==> src/rtl/pc_sequencer_if.sv <==
// ============================================================================
// pc_sequencer_if : control/result bundle between core control and the PC sequencer
// Revision 1.0
// ============================================================================
`default_nettype none

interface pc_sequencer_if #(
    parameter int XLEN = 32
);
    logic            compressed;
    logic [1:0]      pc_mode;
    logic            hold;
    logic [XLEN-1:0] reg_direct;
    logic [XLEN-1:0] imm_offset;
    logic            flag;
    logic            trap_req;
    logic [XLEN-1:0] trap_vector;
    logic            trap_return;
    logic            is_call;
    logic            is_ret;
    logic [XLEN-1:0] pc_out;
    logic [XLEN-1:0] link_out;
    logic [XLEN-1:0] epc_out;
    logic            redirect;
    logic [XLEN-1:0] ras_top;
    logic            ras_valid;
    logic            ras_mispredict;

    modport master (
        output compressed, pc_mode, hold, reg_direct, imm_offset, flag,
               trap_req, trap_vector, trap_return, is_call, is_ret,
        input  pc_out, link_out, epc_out, redirect, ras_top, ras_valid, ras_mispredict
    );

    modport slave (
        input  compressed, pc_mode, hold, reg_direct, imm_offset, flag,
               trap_req, trap_vector, trap_return, is_call, is_ret,
        output pc_out, link_out, epc_out, redirect, ras_top, ras_valid, ras_mispredict
    );
endinterface

`default_nettype wire

==> src/rtl/pc_sequencer.sv <==
// ============================================================================
// pc_sequencer : next-PC selection, trap entry/return, redirect pulse and an
// optional return-address stack (enabled by defining PC_RAS_EN).
// Revision 1.0
// ============================================================================
`default_nettype none

module pc_sequencer #(
    parameter int              XLEN         = 32,
    parameter logic [XLEN-1:0] RESET_VECTOR = '0,
    parameter int              RAS_DEPTH    = 4
) (
    input  wire            clk,
    input  wire            rst_n,
    pc_sequencer_if.slave  bus
);
    localparam logic [1:0] C_MODE_INC  = 2'd0;
    localparam logic [1:0] C_MODE_BRCH = 2'd1;
    localparam logic [1:0] C_MODE_JREG = 2'd2;
    localparam logic [1:0] C_MODE_JIMM = 2'd3;

    logic [XLEN-1:0] pc_q, pc_d;
    logic [XLEN-1:0] epc_q, epc_d;
    logic            redirect_q, redirect_d;

    logic [XLEN-1:0] w_inc, w_pc_inc, w_pc_imm, w_jreg, w_target;
    logic            w_taken;
    logic            w_commit;

    // 4 = 3'b100, 2 = 3'b010
    assign w_inc    = {{(XLEN-3){1'b0}}, ~bus.compressed, bus.compressed, 1'b0};
    assign w_pc_inc = pc_q + w_inc;
    assign w_pc_imm = pc_q + bus.imm_offset;
    assign w_jreg   = bus.reg_direct + bus.imm_offset;

    always_comb begin
        w_target = w_pc_inc;
        w_taken  = 1'b0;
        case (bus.pc_mode)
            C_MODE_BRCH: begin
                if (bus.flag) begin
                    w_target = w_pc_imm;
                    w_taken  = 1'b1;
                end
            end
            C_MODE_JREG: begin
                w_target = w_jreg;
                w_taken  = 1'b1;
            end
            C_MODE_JIMM: begin
                w_target = w_pc_imm;
                w_taken  = 1'b1;
            end
            default: ;
        endcase
        w_target[0] = 1'b0;
    end

    always_comb begin
        pc_d       = pc_q;
        epc_d      = epc_q;
        redirect_d = 1'b0;
        w_commit   = 1'b0;
        if (bus.trap_req) begin
            epc_d      = pc_q;
            pc_d       = {bus.trap_vector[XLEN-1:1], 1'b0};
            redirect_d = 1'b1;
        end else if (bus.hold) begin
            pc_d = pc_q;
        end else if (bus.trap_return) begin
            pc_d       = epc_q;
            redirect_d = 1'b1;
        end else begin
            pc_d       = w_target;
            redirect_d = w_taken;
            w_commit   = 1'b1;
        end
    end

    always_ff @(posedge clk or negedge rst_n) begin
        if (!rst_n) begin
            pc_q       <= RESET_VECTOR;
            epc_q      <= '0;
            redirect_q <= 1'b0;
        end else begin
            pc_q       <= pc_d;
            epc_q      <= epc_d;
            redirect_q <= redirect_d;
        end
    end

    assign bus.pc_out   = pc_q;
    assign bus.epc_out  = epc_q;
    assign bus.redirect = redirect_q;
    assign bus.link_out = (bus.pc_mode == C_MODE_INC) ? w_pc_imm : w_pc_inc;

`ifdef PC_RAS_EN
    localparam int               C_PTR_W  = $clog2(RAS_DEPTH);
    localparam logic [C_PTR_W-1:0] C_PTR_ONE = 1;
    localparam logic [C_PTR_W:0]   C_CNT_ONE = 1;
    localparam logic [C_PTR_W:0]   C_CNT_FULL = RAS_DEPTH[C_PTR_W:0];

    logic [XLEN-1:0]    ras_mem_q [RAS_DEPTH];
    logic [C_PTR_W-1:0] ras_ptr_q, ras_ptr_d, w_pop_ptr;
    logic [C_PTR_W:0]   ras_cnt_q, ras_cnt_d, w_pop_cnt;
    logic               ras_mis_q, ras_mis_d;
    logic               w_ras_wr;
    logic [XLEN-1:0]    w_ras_top;

    assign w_ras_top = (ras_cnt_q != '0) ? ras_mem_q[ras_ptr_q] : '0;

    // Pop is applied first so a combined call+return replaces the top in place.
    always_comb begin
        w_pop_ptr = ras_ptr_q;
        w_pop_cnt = ras_cnt_q;
        ras_ptr_d = ras_ptr_q;
        ras_cnt_d = ras_cnt_q;
        ras_mis_d = 1'b0;
        w_ras_wr  = 1'b0;
        if (w_commit) begin
            if (bus.is_ret && (ras_cnt_q != '0)) begin
                ras_mis_d = (w_target != w_ras_top);
                w_pop_ptr = ras_ptr_q - C_PTR_ONE;
                w_pop_cnt = ras_cnt_q - C_CNT_ONE;
            end
            ras_ptr_d = w_pop_ptr;
            ras_cnt_d = w_pop_cnt;
            if (bus.is_call) begin
                ras_ptr_d = w_pop_ptr + C_PTR_ONE;
                ras_cnt_d = (w_pop_cnt == C_CNT_FULL) ? w_pop_cnt : (w_pop_cnt + C_CNT_ONE);
                w_ras_wr  = 1'b1;
            end
        end
    end

    always_ff @(posedge clk or negedge rst_n) begin
        if (!rst_n) begin
            ras_ptr_q <= '0;
            ras_cnt_q <= '0;
            ras_mis_q <= 1'b0;
        end else begin
            ras_ptr_q <= ras_ptr_d;
            ras_cnt_q <= ras_cnt_d;
            ras_mis_q <= ras_mis_d;
        end
    end

    // Entries beyond the count are never read, so storage needs no reset.
    always_ff @(posedge clk) begin
        if (w_ras_wr) begin
            ras_mem_q[ras_ptr_d] <= w_pc_inc;
        end
    end

    assign bus.ras_top        = w_ras_top;
    assign bus.ras_valid      = (ras_cnt_q != '0);
    assign bus.ras_mispredict = ras_mis_q;
`else
    logic w_unused_ras;
    assign w_unused_ras       = bus.is_call ^ bus.is_ret ^ w_commit;
    assign bus.ras_top        = '0;
    assign bus.ras_valid      = 1'b0;
    assign bus.ras_mispredict = 1'b0;
`endif

endmodule

`default_nettype wire

==> src/flat_wrapper.sv <==
// flat-port wrapper written by rule: the top's interface ports become plain ports
module pc_sequencer_flat 
#(
    parameter int              XLEN         = 32,
    parameter logic [XLEN-1:0] RESET_VECTOR = '0,
    parameter int              RAS_DEPTH    = 4
)
  (clk, rst_n, bus_compressed, bus_pc_mode, bus_hold, bus_reg_direct, bus_imm_offset, bus_flag, bus_trap_req, bus_trap_vector, bus_trap_return, bus_is_call, bus_is_ret, bus_pc_out, bus_link_out, bus_epc_out, bus_redirect, bus_ras_top, bus_ras_valid, bus_ras_mispredict);
  pc_sequencer_if #(.XLEN(XLEN)) bus_i ();
  input  wire clk;
  input  wire rst_n;
  input wire logic [$bits(bus_i.compressed)-1:0] bus_compressed;
  input wire logic [$bits(bus_i.pc_mode)-1:0] bus_pc_mode;
  input wire logic [$bits(bus_i.hold)-1:0] bus_hold;
  input wire logic [$bits(bus_i.reg_direct)-1:0] bus_reg_direct;
  input wire logic [$bits(bus_i.imm_offset)-1:0] bus_imm_offset;
  input wire logic [$bits(bus_i.flag)-1:0] bus_flag;
  input wire logic [$bits(bus_i.trap_req)-1:0] bus_trap_req;
  input wire logic [$bits(bus_i.trap_vector)-1:0] bus_trap_vector;
  input wire logic [$bits(bus_i.trap_return)-1:0] bus_trap_return;
  input wire logic [$bits(bus_i.is_call)-1:0] bus_is_call;
  input wire logic [$bits(bus_i.is_ret)-1:0] bus_is_ret;
  output wire logic [$bits(bus_i.pc_out)-1:0] bus_pc_out;
  output wire logic [$bits(bus_i.link_out)-1:0] bus_link_out;
  output wire logic [$bits(bus_i.epc_out)-1:0] bus_epc_out;
  output wire logic [$bits(bus_i.redirect)-1:0] bus_redirect;
  output wire logic [$bits(bus_i.ras_top)-1:0] bus_ras_top;
  output wire logic [$bits(bus_i.ras_valid)-1:0] bus_ras_valid;
  output wire logic [$bits(bus_i.ras_mispredict)-1:0] bus_ras_mispredict;
  assign bus_i.compressed = bus_compressed;
  assign bus_i.pc_mode = bus_pc_mode;
  assign bus_i.hold = bus_hold;
  assign bus_i.reg_direct = bus_reg_direct;
  assign bus_i.imm_offset = bus_imm_offset;
  assign bus_i.flag = bus_flag;
  assign bus_i.trap_req = bus_trap_req;
  assign bus_i.trap_vector = bus_trap_vector;
  assign bus_i.trap_return = bus_trap_return;
  assign bus_i.is_call = bus_is_call;
  assign bus_i.is_ret = bus_is_ret;
  assign bus_pc_out = bus_i.pc_out;
  assign bus_link_out = bus_i.link_out;
  assign bus_epc_out = bus_i.epc_out;
  assign bus_redirect = bus_i.redirect;
  assign bus_ras_top = bus_i.ras_top;
  assign bus_ras_valid = bus_i.ras_valid;
  assign bus_ras_mispredict = bus_i.ras_mispredict;
  pc_sequencer #(.XLEN(XLEN), .RESET_VECTOR(RESET_VECTOR), .RAS_DEPTH(RAS_DEPTH)) u_core (.clk(clk), .rst_n(rst_n), .bus(bus_i));
endmodule
==> config.mk <==
export PLATFORM = sky130hd
export DESIGN_NAME = pc_sequencer_flat
export DESIGN_NICKNAME = d
export VERILOG_FILES = /design/src/rtl/pc_sequencer_if.sv /design/src/rtl/pc_sequencer.sv /design/src/flat_wrapper.sv
export SDC_FILE = /design/constraint.sdc
export NUM_CORES = 1
export LEC_CHECK = 0
export ABC_AREA = 0
export CORE_ASPECT_RATIO = 0.7
export CORE_MARGIN = 4
export CORE_UTILIZATION = 50
export CTS_CLUSTER_DIAMETER = 120
export DETAILED_ROUTE_END_ITERATION = 12
export PLACE_DENSITY = 0.83
export SKIP_LAST_GASP = 1
export SYNTH_ARGS = -nofsm -noshare
export SYNTH_HDL_FRONTEND = slang
export SYNTH_SLANG_ARGS = --single-unit
==> constraint.sdc <==
create_clock -name clk -period 5.1 [get_ports clk]
set_input_delay 1.02 -clock clk [delete_from_list [all_inputs] [get_ports clk]]
set_output_delay 1.02 -clock clk [all_outputs]
set_load 0.01 [all_outputs]
==> flow_metrics.tcl <==
set metrics [dict create \
    port-buffer-count 200 \
    clock_path_buffers 2 \
    timing.max_slew.rel_slack_pct 33.4 \
    path_buf_inv 4 \
    outcome "finished with violations" \
    p_leak_nw 5.02 \
    fin_nets 1563 \
    dp_hpwl_um 27200 \
    yosysSeqAreaShare_pct 19.7 \
    cts_htree_levels 3 \
    first_pass_grt_wire_length_um 52300 \
    vias 10000 \
    critPathRequiredTime_ns 4.08 \
    series_of_cell_instances_along_the_critical_path "clkdlybuf4s50_1, ha_2, fa_2, a21o_1, a21oi_2, o21ai_2, a21oi_2, a21oi_2, o31a_1, nor2_2, buf_4, o2111a_1, a211oi_1, buf_4, dlygate4sd2_1" \
    io_pins 238 \
    number_of_enable_flip_flop_cells_after_synthesis 0 \
    grt_overflow 0 \
    core_area_mm2 0.0162 \
    tritoncts.num_buffers 9 \
    timing.critical_path.from_type "primary input" \
    finish.cell_count_without_fillers 1620 \
    placer_congestion 1.05 \
    crit_slowest_cell "sky130_fd_sc_hd__clkdlybuf4s50_1" \
    area_of_the_mapped_netlist_mm2 0.00826 \
    insertedDiodeCount 0 \
    drt-pass1-iter-count 6 \
    postSynthAreaPerCell_um2 7.38 \
    fin_clk_skew_ns 0.0113 \
    tightestPinTransition_ns 0.999 \
    floorplan.die_area_mm2 0.0187 \
    worst_hold_path_type "primary input to async pin" \
    number_of_clock_sinks 65 \
    cts_tree "yes" \
    yosysTopAreaCell "sky130_fd_sc_hd__dfrtp_1" \
    pin_count_of_the_biggest_net_entering_global_routing 71 \
    synthDominantCellAreaShare_pct 19.7 \
    max_freq_mhz 194 \
    synthTopCellsByArea "sky130_fd_sc_hd__dfrtp_1, sky130_fd_sc_hd__ha_1, sky130_fd_sc_hd__a21oi_1" \
    detail_route.wirelength_um 35000 \
    hold_ws_ns 0.487 \
    vdd_drop_max_uv 141 \
    synthesis_stage_register_bit_count 65 \
    max_stage_delay_ns 0.45 \
    detail_route.vias_per_cell 6.17 \
    share_of_final_layout_standard_cells_stronger_than_drive_strength_1_pct 15.3 \
    grt_pass1_vias 9061 \
    clk_pin_slew_worst_paths_ns 0.06 \
    synth_async_sr_flop_share_pct 100 \
    critical_path.endpoint_type "primary output" \
    initial_core_util_pct 50.8 \
    drc 0 \
    synth_flop_cell "sky130_fd_sc_hd__dfrtp_1" \
    area_growth_pct 39.1 \
    fp-row-count 39 \
    setup-tns-final_ns -0.0467 \
    final-hold-violation-count 0 \
    yosysWarningCount 0 \
    synth_cell_types 74 \
    antenna_found_initial 0 \
    final.period_utilization_pct 101 \
    cp_data_arrival_time_ns 4.13 \
    setup.worst_path.class "primary input to primary output" \
    wire_per_inst_um 21.6 \
    timing.critical_path.mode_cell "sky130_fd_sc_hd__a21oi_2" \
    report.final.slew_viol_count 0 \
    setup_violations 1 \
    p_per_area_mw_per_mm2 267 \
    synthCells 1120 \
    cp_top_family "compound AO/OA/AOI/OAI gates" \
    grt_util_all_layers_pct 36.1 \
    die-height_um 116 \
    drt.antenna.violating_nets 0 \
    holdBufCountCts 0 \
    setup_repair_after_global_routing_missed_its_margin "true" \
    dpl.cell_count 1601 \
    final.min_clock_period_ns 5.15 \
    cts_root_buf "sky130_fd_sc_hd__clkbuf_16" \
    die_w_um 162 \
    crit_path_max_fanout 3 \
    iter_0_drt_violations 1174 \
    clk_latency_ns 0.35 \
    max_cap_viol_count 0 \
    postLayoutSetupSlackWorst_ns -0.0467 \
    violations "setup timing" \
    filler_cell_count 1398 \
]
-- worst register-to-register path: cells and delay by family (launching register included) --
| family | cells | cell delay [ns] |
|---|---|---|
| flops | 1 | 0.45 |
| compound gates | 7 | 1.75 |
| simple gates | 1 | 0.06 |
| fa+ha+maj | 2 | 0.61 |
| xor+xnor | 1 | 0.07 |
| buf+inv | 2 | 0.27 |
-- cell usage in the layout, fill, tap and decap left out, types with 19 or more instances in the layout --
| master | n |
|---|---|
| sky130_fd_sc_hd__o21ai_0 | 75 |
| sky130_fd_sc_hd__nor3_1 | 19 |
| sky130_fd_sc_hd__xor2_1 | 28 |
| sky130_fd_sc_hd__mux2_2 | 24 |
| sky130_fd_sc_hd__ha_1 | 61 |
| sky130_fd_sc_hd__inv_1 | 35 |
| sky130_fd_sc_hd__buf_4 | 124 |
| sky130_fd_sc_hd__nand3_1 | 44 |
| sky130_fd_sc_hd__dfrtp_1 | 65 |
| sky130_fd_sc_hd__conb_1 | 34 |
| sky130_fd_sc_hd__xnor2_1 | 44 |
| sky130_fd_sc_hd__a21oi_1 | 128 |
| sky130_fd_sc_hd__nor2_1 | 100 |
| sky130_fd_sc_hd__nand2_1 | 110 |
| sky130_fd_sc_hd__clkdlybuf4s50_1 | 179 |
| sky130_fd_sc_hd__a21o_1 | 27 |
-- Yosys cell counts (12+ instances only) --
library cell	count
sky130_fd_sc_hd__dfrtp_1	65
sky130_fd_sc_hd__a31oi_1	12
sky130_fd_sc_hd__o21ai_0	76
sky130_fd_sc_hd__ha_1	63
sky130_fd_sc_hd__a21oi_1	142
sky130_fd_sc_hd__nand2_1	110
sky130_fd_sc_hd__xnor2_1	44
sky130_fd_sc_hd__nor3_1	20
sky130_fd_sc_hd__xor2_1	28
sky130_fd_sc_hd__nor2b_1	13
sky130_fd_sc_hd__a221oi_1	14
sky130_fd_sc_hd__inv_1	35
sky130_fd_sc_hd__nand4_1	15
sky130_fd_sc_hd__nand3_1	44
sky130_fd_sc_hd__buf_4	34
sky130_fd_sc_hd__a21o_1	27
sky130_fd_sc_hd__nor2_1	101
sky130_fd_sc_hd__clkbuf_1	50
sky130_fd_sc_hd__o211ai_1	13
sky130_fd_sc_hd__and3_1	17
sky130_fd_sc_hd__mux2_2	24
sky130_fd_sc_hd__buf_1	13
-- kinds of logic (layout without fill, tap and decap cells) --
logic type,count (synthesis),after routing,share of synthesized area (%)
compound gates,388,388,29.9
simple gates,363,363,20.6
buf+inv,133,375,7.59
xor+xnor,72,72,7.63
fa+ha+maj,66,66,10.3
flops,65,65,19.7
mux,32,32,4.24
other cells,1,34,0.0454
-- final timing paths --
kind / startpoint / endpoint / slack, ns / cells past startpoint
worst max-delay path: bus_imm_offset[0] / bus_link_out[30] / -0.05 / 15
worst min-delay path: rst_n / u_core.bus.epc_out[3]$_DFFE_PN0P_ / 0.49 / 1
worst max register to register: u_core.bus.pc_out[0]$_DFFE_PN0P_ / u_core.bus.pc_out[10]$_DFFE_PN0P_ / 1.76 / 13
worst min register to register: u_core.bus.epc_out[6]$_DFFE_PN0P_ / u_core.bus.epc_out[6]$_DFFE_PN0P_ / 0.54 / 1
max in group asynchronous: rst_n / u_core.bus.pc_out[14]$_DFFE_PN0P_ / 3.52 / 2
min in group clk: u_core.bus.epc_out[6]$_DFFE_PN0P_ / u_core.bus.epc_out[6]$_DFFE_PN0P_ / 0.54 / 1
-- metrics by stage --
step           area (µm²)  total power, W  setup slack [ns]  utilization, %
3_5_place_dp        11100         0.00233            -0.452            68.1
2_1_floorplan        8380         0.00155             0.685               -
5_1_grt             11500         0.00322            -0.148            70.7
3_3_place_gp        11100         0.00231            -0.419            68.1
4_1_cts             11400         0.00300           -0.0686            70.2
6_report            11500         0.00307           -0.0467            70.7
-- power by group --
| part | leakage (nW) | internal, W | switching (W) |
|---|---|---|---|
| registers | 0.796 | 0.000587 | 0.000107 |
| clock network | 0.148 | 0.000384 | 0.000277 |
| logic | 4.08 | 0.000809 | 0.000902 |
-- state kept, by name (all words and copies together) (netlist names) --
signal               flops
u_core.bus.epc_out      32
u_core.bus.pc_out       32
u_core.bus.redirect      1
-- final cells by class --
class	count	area (µm²)	area share, %
tap	225	282	2.45
timing repair buffer	323	2900	25.3
clock inverter	7	80.1	0.697
inverter	36	135	1.18
multi-input combinational	955	6240	54.3
clock buffer	9	225	1.96
sequential	65	1630	14.2
-- layer usage --
layer  track usage (%)  vias up  routed length (µm)
met5                 0        -                   0
met4              8.17        0                 781
met3              11.5       81                4780
met2              49.1      665               13500
met1              55.1     4674               16000
li1                  -     4583                   -
-- timing repair --
action | 4_1_cts | 5_1_grt
pin swaps | 8 | 7
cloned | 0 | 0
setup buffers | 0 | 3
setup endpoints to repair | 17 | 15
resized for setup | 29 | 20
Power figures use the tool's default switching activity.
